<file path="src/rtl/board_if.sv">
// board_if: player inputs and board/status outputs of the 3x3 game controller.
interface board_if;
    logic       start;
    logic       move_btn;
    logic       sel_btn;
    logic       timeout;
    logic [8:0] board_j1;
    logic [8:0] board_j2;
    logic [3:0] cursor;
    logic       turn;
    logic [1:0] result;
    logic       turn_done;
    logic [1:0] state;
    modport master (
        output start, move_btn, sel_btn, timeout,
        input  board_j1, board_j2, cursor, turn, result, turn_done, state
    );
    modport slave (
        input  start, move_btn, sel_btn, timeout,
        output board_j1, board_j2, cursor, turn, result, turn_done, state
    );
endinterface

</file>
<file path="src/rtl/board_controller.sv">
// board_controller: 3x3 two-player game logic (cursor, marks, win/draw, turn timeout).
// Define AUTO_MOVE_EN to make a timeout place the mover's mark in the lowest free cell.
module board_controller #(
    parameter bit         FIRST_PLAYER = 1'b0,
    parameter logic [3:0] CURSOR_HOME  = 4'd0
) (
    input logic   clk,
    input logic   rst,
    board_if.slave bus
);
    localparam logic [1:0] IDLE  = 2'b00;
    localparam logic [1:0] PLAY  = 2'b01;
    localparam logic [1:0] CHECK = 2'b10;
    localparam logic [1:0] DONE  = 2'b11;
    // Eight winning lines packed 9 bits each: rows, columns, diagonals.
    localparam logic [71:0] LINES = {9'h007, 9'h038, 9'h1C0, 9'h049,
                                     9'h092, 9'h124, 9'h111, 9'h054};
    logic [8:0] bj1_q, bj1_d, bj2_q, bj2_d;
    logic [3:0] cursor_q, cursor_d;
    logic       turn_q, turn_d, turn_done_q, turn_done_d;
    logic [1:0] result_q, result_d, state_q, state_d;
    logic       start_p_q, move_p_q, sel_p_q;
    logic       start_e, move_e, sel_e, win;
    logic [8:0] occ, cur_bit, mover, mark;
`ifdef AUTO_MOVE_EN
    logic [8:0] low_free;
`endif
    assign start_e = bus.start & ~start_p_q;
    assign move_e  = bus.move_btn & ~move_p_q;
    assign sel_e   = bus.sel_btn & ~sel_p_q;
    always_comb begin
        occ         = bj1_q | bj2_q;
        cur_bit     = 9'd1 << cursor_q;
        mover       = turn_q ? bj2_q : bj1_q;
`ifdef AUTO_MOVE_EN
        low_free    = ~occ & (occ + 9'd1);
`endif
        win         = 1'b0;
        for (int i = 0; i < 8; i++)
            win = win | ((mover & LINES[i*9 +: 9]) == LINES[i*9 +: 9]);
        mark        = 9'd0;
        cursor_d    = cursor_q;
        turn_d      = turn_q;
        turn_done_d = 1'b0;
        result_d    = result_q;
        state_d     = state_q;
        if (start_e) begin
            cursor_d = CURSOR_HOME;
            turn_d   = FIRST_PLAYER;
            result_d = 2'b00;
            state_d  = PLAY;
        end else if (state_q == PLAY) begin
            if (sel_e && !(|(occ & cur_bit))) begin
                mark    = cur_bit;
                state_d = CHECK;
            end else if (bus.timeout) begin
`ifdef AUTO_MOVE_EN
                mark    = low_free;
                state_d = CHECK;
`else
                turn_d      = ~turn_q;
                turn_done_d = 1'b1;
`endif
            end else if (move_e) begin
                cursor_d = (cursor_q == 4'd8) ? 4'd0 : cursor_q + 4'd1;
            end
        end else if (state_q == CHECK) begin
            if (win) begin
                result_d = turn_q ? 2'b10 : 2'b01;
                state_d  = DONE;
            end else if (&occ) begin
                result_d = 2'b11;
                state_d  = DONE;
            end else begin
                turn_d      = ~turn_q;
                turn_done_d = 1'b1;
                state_d     = PLAY;
            end
        end
        bj1_d = start_e ? 9'd0 : bj1_q | (turn_q ? 9'd0 : mark);
        bj2_d = start_e ? 9'd0 : bj2_q | (turn_q ? mark : 9'd0);
    end
    always_ff @(posedge clk) begin
        if (rst) begin
            bj1_q       <= 9'd0;
            bj2_q       <= 9'd0;
            cursor_q    <= CURSOR_HOME;
            turn_q      <= FIRST_PLAYER;
            turn_done_q <= 1'b0;
            result_q    <= 2'b00;
            state_q     <= IDLE;
            start_p_q   <= 1'b0;
            move_p_q    <= 1'b0;
            sel_p_q     <= 1'b0;
        end else begin
            bj1_q       <= bj1_d;
            bj2_q       <= bj2_d;
            cursor_q    <= cursor_d;
            turn_q      <= turn_d;
            turn_done_q <= turn_done_d;
            result_q    <= result_d;
            state_q     <= state_d;
            start_p_q   <= bus.start;
            move_p_q    <= bus.move_btn;
            sel_p_q     <= bus.sel_btn;
        end
    end
    assign bus.board_j1  = bj1_q;
    assign bus.board_j2  = bj2_q;
    assign bus.cursor    = cursor_q;
    assign bus.turn      = turn_q;
    assign bus.result    = result_q;
    assign bus.turn_done = turn_done_q;
    assign bus.state     = state_q;
endmodule

</file>
<file path="src/flat_wrapper.sv">
// flat-port wrapper written by rule: the top's interface ports become plain ports
module board_controller_flat 
#(
    parameter bit         FIRST_PLAYER = 1'b0,
    parameter logic [3:0] CURSOR_HOME  = 4'd0
)
  (clk, rst, bus_start, bus_move_btn, bus_sel_btn, bus_timeout, bus_board_j1, bus_board_j2, bus_cursor, bus_turn, bus_result, bus_turn_done, bus_state);
  board_if bus_i ();
  input logic clk;
  input logic rst;
  input wire logic [$bits(bus_i.start)-1:0] bus_start;
  input wire logic [$bits(bus_i.move_btn)-1:0] bus_move_btn;
  input wire logic [$bits(bus_i.sel_btn)-1:0] bus_sel_btn;
  input wire logic [$bits(bus_i.timeout)-1:0] bus_timeout;
  output wire logic [$bits(bus_i.board_j1)-1:0] bus_board_j1;
  output wire logic [$bits(bus_i.board_j2)-1:0] bus_board_j2;
  output wire logic [$bits(bus_i.cursor)-1:0] bus_cursor;
  output wire logic [$bits(bus_i.turn)-1:0] bus_turn;
  output wire logic [$bits(bus_i.result)-1:0] bus_result;
  output wire logic [$bits(bus_i.turn_done)-1:0] bus_turn_done;
  output wire logic [$bits(bus_i.state)-1:0] bus_state;
  assign bus_i.start = bus_start;
  assign bus_i.move_btn = bus_move_btn;
  assign bus_i.sel_btn = bus_sel_btn;
  assign bus_i.timeout = bus_timeout;
  assign bus_board_j1 = bus_i.board_j1;
  assign bus_board_j2 = bus_i.board_j2;
  assign bus_cursor = bus_i.cursor;
  assign bus_turn = bus_i.turn;
  assign bus_result = bus_i.result;
  assign bus_turn_done = bus_i.turn_done;
  assign bus_state = bus_i.state;
  board_controller #(.FIRST_PLAYER(FIRST_PLAYER), .CURSOR_HOME(CURSOR_HOME)) u_core (.clk(clk), .rst(rst), .bus(bus_i));
endmodule
</file>
<file path="config.mk">
export PLATFORM = sky130hd
export DESIGN_NAME = board_controller_flat
export DESIGN_NICKNAME = d
export VERILOG_FILES = /design/src/rtl/board_if.sv /design/src/rtl/board_controller.sv /design/src/flat_wrapper.sv
export SDC_FILE = /design/constraint.sdc
export NUM_CORES = 1
export LEC_CHECK = 0
export CAP_MARGIN = 20
export CORE_MARGIN = 3
export CORE_UTILIZATION = 45
export DETAILED_ROUTE_END_ITERATION = 8
export GPL_TIMING_DRIVEN = 1
export PLACE_DENSITY = 0.79
export SYNTH_ARGS = -nofsm -noshare
export SYNTH_HDL_FRONTEND = slang
export SYNTH_SLANG_ARGS = --single-unit
</file>
<file path="constraint.sdc">
create_clock -name clk -period 2.2 [get_ports clk]
set_input_delay 0.44 -clock clk [delete_from_list [all_inputs] [get_ports clk]]
set_output_delay 0.44 -clock clk [all_outputs]
set_load 0.05 [all_outputs]
</file>
Yosys cells after proc, flatten, opt, wreduce, memory -nomap -nowiden
Cells that the tools add are included.
- register bits: 31
- logic and storage cells: 92
- output and inout port bits: 28
- add/subtract/negate cells: 1
- multiplexer cells: 28
- shift operators: 1
- eq/ne operators: 17
- reductions and logical operators: 13
- bitwise logic cells: 21
- operators by type and width (cell ; count):
    9-bit two-way mux ; 6
    9-bit bitwise OR ; 3
    3-bit == test, second input constant ; 8
    2-bit two-way mux ; 8
    1-bit two-way mux ; 13
    9-bit AND ; 1
    9-bit AND reduction ; 1
    9-bit OR reduction ; 1
    1-bit by 4-bit << shifter with 9-bit output, first input constant ; 1
    2-bit inequality test, second input constant ; 4
    1-bit NOT ; 7
    1-bit bitwise OR ; 7
    5-bit AND reduction ; 1
    4-bit by 1-bit adder with 4-bit output, second input constant ; 1
    4-bit == test, second input constant ; 1
    4-bit two-way mux ; 1
    2-bit AND reduction ; 2
    4-bit AND reduction ; 1
    2-bit nonzero test ; 2
    1-bit AND ; 3
    3-bit by 2-bit inequality test with 1-bit output, second input constant ; 1
    3-bit AND reduction ; 1
    3-bit nonzero test ; 1
    2-bit by 1-bit == test with 1-bit output, second input constant ; 1
    other kinds (5) ; 5

Longest topological paths before layout
Gate-level depths: netlist of run 1.
- word-level depth: 13
- mapped depth: 10

Worst setup path before layout of run 1
Ideal clock, no wire load.
- kind: register to register
- start point: register u_core.cursor_q[2], in the netlist u_core.bus.cursor[2]
- end point: register u_core.bj1_q[8], in the netlist u_core.bus.board_j1[8]
- clock period less this slack: 2.618 ns
- setup slack: -0.418 ns
- cell stages (with the launch flop): 11
- arrival: 2.551 ns
- data required time: 2.132 ns
- cells stage by stage: dfxtp_1 -> clkbuf_2 -> inv_1 -> ha_1 -> or2b_2 -> o22ai_1 -> nor4_2 -> nand2_2 -> or3_1 -> buf_6 -> o21ai_2
- longest elaborated chain between the ends: 10
- ends and longest elaborated chain (item ; line ; source):
    from (decl) ; board_controller.sv:19 ; logic [3:0] cursor_q, cursor_d;
    from (signal assigned) ; board_controller.sv:98 ; cursor_q <= cursor_d;
    1-bit by 4-bit << shifter with 9-bit output (*) ; board_controller.sv:33 ; cur_bit = 9'd1 << cursor_q;
    9-bit AND ; board_controller.sv:53 ; if (sel_e && !(|(occ & cur_bit))) begin
    9-bit OR reduction ; board_controller.sv:53 ;
    1-bit logical NOT ; board_controller.sv:53 ;
    1-bit logical AND ; board_controller.sv:53 ;
    9-bit two-way mux (*) ; board_controller.sv:53 ;
    9-bit two-way mux (*) ; board_controller.sv:52 ; end else if (state_q == PLAY) begin
    9-bit two-way mux (*) ; board_controller.sv:47 ; if (start_e) begin
    9-bit two-way mux (*) ; board_controller.sv:80 ; bj1_d = start_e ? 9'd0 : bj1_q | (turn_q ? 9'd0 : mark);
    9-bit bitwise OR (*) ; board_controller.sv:80 ;
    to (signal assigned) ; board_controller.sv:96 ; bj1_q <= bj1_d;
    to (decl) ; board_controller.sv:18 ; logic [8:0] bj1_q, bj1_d, bj2_q, bj2_d;
Mark *: on every way between the ends. The rest lies on a longest branch, timed or not.
A chain may end at the register's enable or synchronous reset.

Worst setup path after layout of run 1
- start point: register u_core.cursor_q[0], in the netlist u_core.bus.cursor[0]
- end point: register u_core.bj1_q[2], in the netlist u_core.bus.board_j1[2]
Same word-level chain as after synthesis.

==> impl_metrics.tcl, run 1 <==
set metrics [dict create \
    finalSetupViolCount 0 \
    cts_sinks 31 \
    fin_tns_setup_ps 0 \
    ys_seq_elements 31 \
    clock_latency_ps 340 \
    worst_setup_path_end_kind "flop" \
    pre_cts_slack_ps 42.6 \
    crit_fanout 5 \
    leakagePower_nw 0.857 \
    fp-row-count 21 \
    area_growth_pct 41.9 \
    hp-class "reg2reg" \
    wirelength_mm 4.11 \
    grt_max_degree 23 \
    seq_area_frac_synth_pct 38.7 \
    pwr_density_cell_mw_per_mm2 533 \
    wl_per_cell_um 14.8 \
    die_h_um 65.7 \
    synthMuxAreaShare_pct 0 \
    cts_buffers 5 \
    setup_ws_ps 23.0 \
    maxCapViolations 0 \
    crit_chain "ha_4 -> ha_2 -> or2b_4 -> o22ai_4 -> nor4_4 -> nand2_2 -> or3_4 -> buf_6 -> o21ai_2" \
    nets 244 \
    io_buffers 33 \
    synthTopCellsByArea "dfxtp_1 39%, o21ai_2 7.7%, ha_1 6.2%, nand2_1 5.4%, a22o_1 3.8%" \
    hold_viol 0 \
    critical_path_class "reg2reg" \
    cts_buffer_depth 2 \
    ant_nets 0 \
    vias_per_cell 5.59 \
    start_kind "flop" \
    peakVddDrop_v 0.000375 \
    core-area_mm2 0.00339 \
    max_freq_mhz 459 \
    rsz0062_at_grt "true" \
    drt_first_pass_iters 4 \
    synth_top_area_cell "dfxtp_1" \
    place_congestion 0.810 \
    grt_usage_pct 19.2 \
    synthSimpleGateAreaFrac_pct 23.7 \
    final_common_cell "clkdlybuf4s50_1" \
    cts.htree.levels 2 \
    syn_inst 179 \
    dp_hpwl_mm 2.87 \
    synthXorXnorAreaFrac_pct 0 \
    clockRootBuffer "clkbuf_4" \
    place_inst 262 \
    relSlewSlack_pct 66.2 \
    grt_overflow_total 0 \
    final_cells 277 \
    status "finished clean" \
    finalPower_mw 1.21 \
    final_cell_mix "31 x clkdlybuf4s50_1, 28 x dfxtp_1, 23 x nand2_1, 16 x buf_4, 15 x o21ai_2" \
    ys_types 47 \
    antenna_found_initial 0 \
    min_period_ps 2180 \
    vias 1549 \
    arrival_ps 2450 \
    cts_tree "done" \
    worstMarginPinSlew_ps 506 \
    whs_ps 500 \
    drc 0 \
    design.die.area_mm2 0.00431 \
    synth_top_area_share_pct 38.7 \
    max_stage_delay_ps 400 \
    r2r_slack_ps 20 \
    start_util_pct 47.3 \
    clock_skew_ps 8.17 \
    die_x_um 65.7 \
    synth_fa_ha_area_share_pct 6.25 \
    slowest_stage "or3_4" \
    grt_pass1_vias 1277 \
    worst_ep_required_time_ps 2480 \
    fin_crit_sh_pct 99.0 \
    grt_pass1_wl_mm 6.31 \
    drt-initial-drc-count 72 \
    synth_compound_area_share_pct 26.5 \
    drv_slew 0 \
    synth_area_mm2 0.00160 \
    drive_gt1_share_pct 28.6 \
    yosys_warnings 0 \
    io-pin-count 34 \
    path_clk_slew_ps 110 \
    antenna_cells 0 \
    synth_nets 193 \
    avgSynthCellArea_um2 8.95 \
    synth_top_family_by_area "compound AO/OA/AOI/OAI gates" \
]
metal layers:
layer	vias up	global-route usage (%)	wire length (um)
met5	-	0	0
met1	726	26.9	1840
li1	754	-	-
met4	0	6.99	101
met3	10	4.79	240
met2	59	28.4	1920
synthesized netlist by cell type (all sizes together):
master and count:
nand2 24, or3 3, a21boi 1, o211ai 1, o21a 1, a21oi 8, and2 1, o22ai 4
or2 1, o221ai 1, a311oi 2, nor3 4, o31ai 2, a22o 7, a31oi 1, a211oi 2
a2111oi 1, nand3b 4, nand2b 4, nor4b 1, nor2 13, buf 4, dfxtp 31, o211a 1
nor4 1, a221oi 3, ha 8, o21ai 19, a21o 1, or4bb 1, nand4 1, nor2b 5
inv 7, or3b 2, o32ai 1, or2b 2, clkbuf 3, nand3 3
cells by family after synthesis:
kind of cell | Yosys count
buffers and inverters | 14
and+or+nand+nor | 70
DFF | 31
adders and majority gates | 8
AOI/OAI and AO/OA | 56
where the power goes:
part,leakage (nW),total [mW],switching (mW),internal [mW]
clock network,0.0464,0.434,0.211,0.223
registers,0.253,0.587,0.0148,0.572
logic,0.558,0.192,0.114,0.0773
total,0.857,1.21,0.340,0.873
repair_timing:
| item | in CTS | in global routing |
|---|---|---|
| hold buffers | 0 | 0 |
| setup buffers | 0 | 6 |
| setup endpoints to repair | 0 | 23 |
| resized for setup | 0 | 21 |
state kept, by name (all words and copies together) (netlist names), 2 cells and up:
register             cells
u_core.bus.state         2
u_core.bus.board_j2      9
u_core.bus.result        2
u_core.bus.board_j1      9
u_core.bus.cursor        4
area by class of cell:
class                      count  area, um2
tap                           46       57.6
timing repair buffer          51        477
sequential                    31        629
fill                         267       1110
multi-input combinational    134       1000
inverter                       7       28.8
clock buffer                   7       76.3
clock inverter                 1       5.00
per-stage QoR:
step                      utilization [%]  cell area [um2]
final                                67.1             2270
after global routing                 67.1             2270
after CTS                            63.1             2140
after detailed placement             60.7             2060
after global placement               60.7             2060
after floorplan                         -             1650
worst max-delay path, delay by kind of cell, from the launching register on:
family / cells / cell delay [ps]
flip-flops: 1 / 380
adder cells (fa/ha/maj): 2 / 320
AND/OR/NAND/NOR: 4 / 1060
AO/OA/AOI/OAI: 2 / 200
buffers and inverters: 1 / 150
worst paths after layout:
check	cells after the start	to	startpoint
max	9	u_core.bus.board_j1[2]$_SDFF_PP0_	u_core.bus.cursor[0]$_SDFFE_PP0P_
min	2	u_core.bus.board_j1[4]$_SDFF_PP0_	u_core.bus.board_j1[4]$_SDFF_PP0_
max reg2reg	9	u_core.bus.board_j1[2]$_SDFF_PP0_	u_core.bus.cursor[0]$_SDFFE_PP0P_
min reg2reg	2	u_core.bus.board_j1[4]$_SDFF_PP0_	u_core.bus.board_j1[4]$_SDFF_PP0_
No activity file was read; power rests on OpenSTA's default activity.
==> inputs of run 2 (changes only) <==
--- a/config.mk
+++ b/config.mk
@@ -6,7 +6,6 @@
 export NUM_CORES = 1
 export LEC_CHECK = 0
 export CAP_MARGIN = 20
-export CORE_MARGIN = 3
 export CORE_UTILIZATION = 45
 export DETAILED_ROUTE_END_ITERATION = 8
 export GPL_TIMING_DRIVEN = 1
==> impl_metrics.tcl, run 2 (same netlist as run 1, synthesis figures left out) <==
set metrics [dict create \
    maxCapViolations 0 \
    design.die.area_mm2 0.00380 \
    worstMarginPinSlew_ps 496 \
    grt_max_degree 23 \
    drv_slew 0 \
    finalSetupViolCount 0 \
    grt_usage_pct 23.5 \
    vias 1537 \
    cts_hold_buffers 0 \
    rsz0062_at_grt "true" \
    pwr_density_cell_mw_per_mm2 504 \
    path_clk_slew_ps 100 \
    relSlewSlack_pct 66.5 \
    r2r-end "u_core.bus.board_j1[3]$_SDFF_PP0_" \
    cts_buffer_depth 2 \
    antenna_found_initial 0 \
    clock_latency_ps 330 \
    nets 240 \
    place_area_mm2 0.00207 \
    r2r_slack_ps 10 \
    vias_per_cell 5.65 \
    die_x_um 61.7 \
    startpoint "u_core.bus.cursor[0]$_SDFFE_PP0P_" \
    drt-initial-drc-count 75 \
    cts_sinks 31 \
    critical_path_class "reg2reg" \
    max_stage_delay_ps 400 \
    critical_path.endpoint "u_core.bus.board_j1[3]$_SDFF_PP0_" \
    io-pin-count 34 \
    finalPower_mw 1.12 \
    fin_tns_setup_ps 0 \
    hold_viol 0 \
    crit_fanout 5 \
    place_congestion 0.881 \
    r2r_cells 9 \
    status "finished clean" \
    worst_setup_path_end_kind "flop" \
    clockRootBuffer "clkbuf_4" \
    setup_ws_ps 13.4 \
    worst_ep_required_time_ps 2470 \
    cts_buffers 5 \
    io_buffers 33 \
    start_kind "flop" \
    post-route-util_pct 66.1 \
    area_growth_pct 38.7 \
    drt_first_pass_iters 4 \
    dp_hpwl_mm 3.04 \
    peakVddDrop_v 0.000339 \
    fin_crit_sh_pct 99.4 \
    cp.depth 9 \
    pre_cts_slack_ps -78.1 \
    die_h_um 61.7 \
    whs_path_depth 2 \
    cts_tree "done" \
    fp-row-count 21 \
    crit_family "simple AND/OR/NAND/NOR gates" \
    drc 0 \
    wl_per_cell_um 15.5 \
    max_freq_mhz 457 \
    cp.buffers_inverters 1 \
    wirelength_mm 4.21 \
    min_period_ps 2190 \
    drive_gt1_share_pct 27.0 \
    final_cell_mix "31 x clkdlybuf4s50_1, 28 x dfxtp_1, 23 x nand2_1, 16 x o21ai_2" \
    crit_chain "ha_4 -> ha_2 -> or2b_4 -> o22ai_4 -> nor4_4 -> nand2_2 -> or3_4 -> buf_6 -> o21ai_2" \
    leakagePower_nw 0.828 \
    slowest_stage "or3_4" \
    arrival_ps 2460 \
    cts.htree.levels 2 \
    core-area_mm2 0.00336 \
    grt_pass1_wl_mm 6.38 \
    hp-class "reg2reg" \
    final_common_cell "clkdlybuf4s50_1" \
    start_util_pct 47.7 \
    clock_skew_ps 6.90 \
    ant_nets 0 \
    design_area_mm2 0.00222 \
    worstReg2RegStart "u_core.bus.cursor[0]$_SDFFE_PP0P_" \
    grt_overflow_total 0 \
    antenna_cells 0 \
    grt_pass1_vias 1343 \
    n_fill_cell 293 \
]
[run 2: metrics by stage]
stage	hold WS (ps)	std cells
after floorplan	507	179
after global placement	492	263
after detailed placement	495	263
after CTS	509	270
after global routing	525	272
final	508	272
[run 2: worst min path at each step]
stage | start | to | slack (ps)
3_3_place_gp | u_core.bus.board_j2[5]$_SDFF_PP0_ | u_core.bus.board_j2[5]$_SDFF_PP0_ | 490
2_1_floorplan | u_core.start_p_q$_SDFF_PP0_ | u_core.bus.state[0]$_SDFFE_PP0P_ | 510
6_report | u_core.bus.board_j2[4]$_SDFF_PP0_ | u_core.bus.board_j2[4]$_SDFF_PP0_ | 510
3_5_place_dp | u_core.bus.board_j1[4]$_SDFF_PP0_ | u_core.bus.board_j1[4]$_SDFF_PP0_ | 490
4_1_cts | u_core.bus.board_j1[5]$_SDFF_PP0_ | u_core.bus.board_j1[5]$_SDFF_PP0_ | 510
5_1_grt | u_core.bus.board_j2[4]$_SDFF_PP0_ | u_core.bus.board_j2[4]$_SDFF_PP0_ | 520
[run 2: worst register-to-register path: stages (launching register included)]
cell     delay [ps]
dfxtp_4         380
ha_4            170
ha_2            160
or2b_4          210
o22ai_4          60
nor4_4          380
nand2_2         120
or3_4           400
buf_6           150
o21ai_2         100
[run 2: routing by layer]
metal / part of all wire (%) / global-route usage [%] / wire, um / up-vias
met2: 51 / 39.0 / 2130 / 49
met4: 1.9 / 7.94 / 80 / 0
li1: - / - / - / 742
met1: 43 / 29.2 / 1790 / 738
met3: 4.7 / 6.93 / 197 / 8
met5: 0 / 0 / 0 / -
[run 2: final cells by class]
| type | instances | area, um2 | share of cell area [%] |
|---|---|---|---|
| clock buffers | 6 | 51.3 | 2.31 |
| clock inverters | 1 | 5.00 | 0.225 |
| inverters | 7 | 28.8 | 1.29 |
| multi-input cells | 134 | 1010 | 45.4 |
| flip-flops and latches | 31 | 629 | 28.3 |
| well taps | 46 | 57.6 | 2.59 |
| repair buffers | 47 | 443 | 19.9 |
[run 2: repair_timing]
item	CTS	global route
endpoints found under the setup margin	14	20
setup buffers	0	2
gates resized for setup	3	16
hold endpoints to repair	0	0
pin swaps	2	3
[run 2: report_power, final]
| group | leakage (nW) | total (mW) | switching [mW] | internal, mW |
|---|---|---|---|---|
| sequential | 0.253 | 0.588 | 0.0157 | 0.572 |
| clock | 0.0341 | 0.340 | 0.192 | 0.148 |
| combinational | 0.541 | 0.191 | 0.114 | 0.0771 |
| total | 0.828 | 1.12 | 0.322 | 0.797 |
==> inputs of run 3 (changes only) <==
--- a/config.mk
+++ b/config.mk
@@ -6,10 +6,10 @@
 export NUM_CORES = 1
 export LEC_CHECK = 0
 export CAP_MARGIN = 20
-export CORE_UTILIZATION = 45
+export CORE_UTILIZATION = 25
 export DETAILED_ROUTE_END_ITERATION = 8
 export GPL_TIMING_DRIVEN = 1
-export PLACE_DENSITY = 0.79
+export PLACE_DENSITY = 0.51
 export SYNTH_ARGS = -nofsm -noshare
 export SYNTH_HDL_FRONTEND = slang
 export SYNTH_SLANG_ARGS = --single-unit
==> impl_metrics.tcl, run 3 (same netlist as run 1, synthesis figures left out) <==
set metrics [dict create \
    peakVddDrop_v 0.000321 \
    power_frac_seq_pct 44.0 \
    final_cell_mix "32 x clkdlybuf4s50_1, 28 x dfxtp_1, 23 x nand2_1, 18 x buf_4, 17 x o21ai_2" \
    clockRootBuffer "clkbuf_8" \
    relSlewSlack_pct 65.8 \
    met3_length_um 159 \
    area_growth_pct 48.1 \
    worstMarginPinSlew_ps 512 \
    setup_ws_ps -13.0 \
    vias_per_cell 4.76 \
    vias 1467 \
    min_period_ps 2210 \
    cts_tree "done" \
    crit_chain "buf_6 -> ha_4 -> ha_4 -> or2b_4 -> o22ai_4 -> nor4_4 -> nand2_2 -> or3_4 -> buf_6 -> o21ai_2" \
    min_from "u_core.bus.board_j1[4]$_SDFF_PP0_" \
    maxCapViolations 0 \
    clock_skew_ps 4.71 \
    swShare_pct 27.2 \
    io-pin-count 34 \
    leakagePower_nw 0.876 \
    path_clk_slew_ps 70 \
    crit_fanout 5 \
    worstReg2RegStart "u_core.bus.cursor[0]$_SDFFE_PP0P_" \
    design.die.area_mm2 0.00674 \
    power.clock.fraction_pct 41.4 \
    slowest_stage "or3_4" \
    drt_first_pass_iters 4 \
    core-area_mm2 0.00606 \
    max_stage_delay_ps 410 \
    start_util_pct 26.4 \
    drt-initial-drc-count 68 \
    dp_hpwl_mm 3.23 \
    grt_pass1_vias 1402 \
    place_congestion 0.812 \
    antenna_cells 0 \
    crit_family "simple AND/OR/NAND/NOR gates" \
    pwr_density_cell_mw_per_mm2 563 \
    ant_nets 0 \
    status "finished, violations left" \
    violations "setup timing" \
    finalSetupViolCount 6 \
    pwr-share-comb_pct 14.6 \
    grt_usage_pct 13.9 \
    start_kind "flop" \
    worst_setup_path_end_kind "flop" \
    die_x_um 82.1 \
    place_area_mm2 0.00213 \
    critical_path_class "reg2reg" \
    cts_buffers 5 \
    io_buffers 33 \
    route.met2.wl_mm 2.07 \
    wl_per_cell_um 14.6 \
    startpoint "u_core.bus.cursor[0]$_SDFFE_PP0P_" \
    grt_pass1_wl_mm 6.94 \
    hold_viol 0 \
    drc 0 \
    wirelength_mm 4.50 \
    die_h_um 82.1 \
    hp-class "reg2reg" \
    p_int_mw 0.973 \
    drv_slew 0 \
    wl_met1_mm 2.23 \
    drive_gt1_share_pct 30.0 \
    nets 246 \
    final_common_cell "clkdlybuf4s50_1" \
    design_area_mm2 0.00237 \
    clock_latency_ps 290 \
    fin_crit_sh_pct 101 \
    cts_sinks 31 \
    fp-row-count 28 \
    cp.buffers_inverters 2 \
    grt_max_degree 23 \
    pre_cts_slack_ps 12.0 \
    max_freq_mhz 452 \
    cts_buffer_depth 2 \
    cts.htree.levels 2 \
    p_switching_mw 0.364 \
    antenna_found_initial 0 \
    post-route-util_pct 39.2 \
    arrival_ps 2440 \
    cts_hold_buffers 0 \
    top_layer "met4" \
    finalPower_mw 1.34 \
    rsz0062_at_grt "true" \
    worst_ep_required_time_ps 2420 \
    grt_overflow_total 0 \
]
==> run 3: per-layer routing <==
layer / vias up / track usage [%]
li1: 756 / -
met1: 671 / 19.1
met2: 35 / 21.2
met3: 5 / 3.00
met4: 0 / 4.74
met5: - / 0
==> run 3: path summary, 6_finish.rpt <==
| check | endpoint | slack, ps | cells after the start |
|---|---|---|---|
| max | u_core.bus.board_j2[3]$_SDFF_PP0_ | -10 | 10 |
| min reg2reg | u_core.bus.board_j1[4]$_SDFF_PP0_ | 510 | 2 |
| max reg2reg | u_core.bus.board_j2[3]$_SDFF_PP0_ | -10 | 10 |
| min | u_core.bus.board_j1[4]$_SDFF_PP0_ | 510 | 2 |
==> run 3: what timing repair did <==
item / in CTS / in global routing
gates resized for setup: 2 / 22
cloned: 0 / 1
endpoints found under the setup margin: 4 / 23
pin swaps: 1 / 6
setup buffers: 2 / 2
==> run 3: worst reg2reg max path, cell delays in order (launching register included) <==
cell and delay (ps):
dfxtp_2 340, buf_6 120, ha_4 170, ha_4 150, or2b_4 210, o22ai_4 80, nor4_4 330, nand2_2 110
or3_4 410, buf_6 160, o21ai_2 100
==> run 3: power by group through the flow <==
stage / registers [mW] / clock network [mW] / logic [mW]
after floorplan: 0.634 / 0 / 0.0890
after global placement: 0.601 / 0 / 0.187
after detailed placement: 0.601 / 0 / 0.188
after CTS: 0.588 / 0.559 / 0.190
after global routing: 0.590 / 0.591 / 0.213
final: 0.588 / 0.554 / 0.195
==> run 3: stage by stage <==
step / hold slack [ps] / cells / TNS, ps
final: 509 / 308 / -40.4
after global placement: 494 / 296 / 0
after CTS: 508 / 306 / 0
after global routing: 550 / 308 / -1220
after floorplan: 507 / 179 / -0.888
after detailed placement: 499 / 296 / 0
==> run 3: area by class of cell <==
type,instances,area [um2]
timing repair buffer,53,489
tap,75,93.8
clock inverter,1,5.00
inverter,7,28.8
fill,665,3690
clock buffer,7,108
sequential,31,627
multi-input combinational,134,1020
==> variant (flow settings as in run 1) <==
Build with the macro `AUTO_MOVE_EN` defined.
--- a/src/rtl/board_controller.sv
+++ b/src/rtl/board_controller.sv
@@ -1,5 +1,7 @@
 // board_controller: 3x3 two-player game logic (cursor, marks, win/draw, turn timeout).
 // Define AUTO_MOVE_EN to make a timeout place the mover's mark in the lowest free cell.
+`define AUTO_MOVE_EN
+
 module board_controller #(
     parameter bit         FIRST_PLAYER = 1'b0,
     parameter logic [3:0] CURSOR_HOME  = 4'd0
Function: changed (Yosys sat finds a counterexample within 4 cycles, from zero or initial values and one cycle with rst high).
==> variant against run 1 <==
Non-clock buffer count increased by 8. Sequential cell count stayed put. Via count up 20%. Final cell count is 13% higher. Cell area grew 8.0%. Routed wire length is 23% higher. Area after synthesis grew 11%. Sequential share of layout area down 1.9 points. Worst setup slack better by 0.017 ns. Total power grew 1.4%. Largest power group unchanged. Clock power grew 2%. Critical path depth down 1.
==> variant: results (changes against run 1) <==
[routing]
drt-initial-drc-count = 179  ; +150%
wl_um = 5062  ; +23%
firstDrtPassIters = 4  ; unchanged
via_per_inst = 5.933  ; +6.1%

[power_and_ir_drop]
p_leak_nw = 0.9006  ; +5.0%
max-vdd-ir-drop_v = 0.0003332  ; -11%
switching_share = 0.2916  ; +0.01137

[cells_and_area]
diodes = 0  ; unchanged
n_fill_cell = 346  ; +30%
finalNetCount = 280  ; +15%
drive_gt1_frac = 0.2218  ; -0.06391

[setup_path]
critPathArrivalTime_ns = 2.38  ; -0.07 ns
slowest_stage = or4_4
path_max_fanout = 8  ; +3
max_stage_delay_ns = 0.53  ; +0.13 ns
r2r_cells = 8  ; -1

[grt]
grt_pass1_wl_um = 8169  ; +30%
antenna_found_initial = 0  ; unchanged
grt_max_degree = 15  ; -35%
track_usage = 0.2351  ; +0.04279
grt_pass1_vias = 1735  ; +36%

[synth]
synth_common_cells = dfxtp_1 (31), o21ai_0 (22), nand2_1 (17)
synth_fp_nets = 221  ; +15%
synth_area_leaders = dfxtp_1 (35%), a22o_1 (7.9%), ha_1 (6.3%)
ys_seq_area_frac = 0.3490  ; -0.03815
synth-async-reset-ratio = 0  ; unchanged
synthFlopType = dfxtp_1
yosys.cell_types.count = 47  ; unchanged
yosys_warnings = 0  ; unchanged

[run_status]
outcome = finished clean

[sta]
skew_ns = 0.007012  ; -0.001153 ns
hold_viol_final = 0  ; unchanged
worstMarginPinSlew_ns = 0.5649  ; +0.05900 ns

[clocking]
clock-root-buffer = clkbuf_8
cts_made_buffers = 5  ; unchanged
clockBufferDepth = 2  ; unchanged
clock_latency_ns = 0.29  ; -0.05 ns
htreeDepth = 2  ; unchanged
clk_pin_slew_worst_paths_ns = 0.07  ; -0.04 ns

[hold_path]
hp-class = flop to flop
hold_depth = 2  ; unchanged

[placed_design]
gp_congestion = 0.9401  ; +16%
port_buffers = 33  ; unchanged
hpwl_um = 3793  ; +32%
pre_cts_ws_ns = -0.08677  ; -0.1294 ns

[variant: layout make-up]
class	count	share of cell area
inverters	8	0.01223
multi-input cells	160	0.4544
clock inverters	3	0.006113
flip-flops and latches	31	0.2578
clock buffers	5	0.02802
repair buffers	59	0.2170
well taps	48	0.02445
[variant: per-layer routing]
| layer | wire, µm | track usage |
|---|---|---|
| met1 | 2295 | 0.2927 |
| met2 | 2366 | 0.3845 |
| met3 | 296 | 0.05024 |
| met4 | 104 | 0.1119 |
| met5 | 0 | 0 |
[variant: what timing repair did]
| action | CTS | global route |
|---|---|---|
| buffers inserted | 0 | 1 |
| resized for setup | 2 | 11 |
| endpoints found under the setup margin | 4 | 17 |
| pin swaps | 0 | 2 |
[variant: cells by family after synthesis]
family / Yosys count / share of synthesized area
compound gates: 70 / 0.2780
xor+xnor: 1 / 0.004927
buf+inv: 15 / 0.04222
flops: 31 / 0.3491
mux: 5 / 0.03378
fa+ha+maj: 9 / 0.06334
simple gates: 75 / 0.2287
[variant: worst paths after layout]
kind / to / slack, ns / from
hold reg to reg: u_core.bus.result[1] / 0.46 / u_core.bus.result[1]
hold / removal: u_core.bus.result[1] / 0.46 / u_core.bus.result[1]
setup reg to reg: u_core.bus.board_j1[3] / 0.04 / u_core.bus.cursor[0]
setup / recovery: u_core.bus.board_j1[3] / 0.04 / u_core.bus.cursor[0]
[variant: worst max-delay path: cells and delay by family, from the launching register on]
family	cells	cell delay (ns)
buffers and inverters	2	0.23
multiplexers	1	0.30
adder cells (fa/ha/maj)	1	0.19
flip-flops	1	0.38
AND/OR/NAND/NOR	2	0.78
AO/OA/AOI/OAI	2	0.21
[variant: power by group through the flow]
stage          clock [mW]  sequential (mW)  combinational, mW
3_5_place_dp            0            0.597              0.195
3_3_place_gp            0            0.597              0.192
4_1_cts             0.446            0.585              0.196
5_1_grt             0.469            0.586              0.221
2_1_floorplan           0            0.627             0.0922
6_report            0.441            0.585              0.204
[variant: per-stage QoR]
step	cells	cell area, µm²
3_3_place_gp	305	2328
3_5_place_dp	305	2328
2_1_floorplan	206	1797
6_report	314	2456
4_1_cts	313	2416
5_1_grt	314	2456
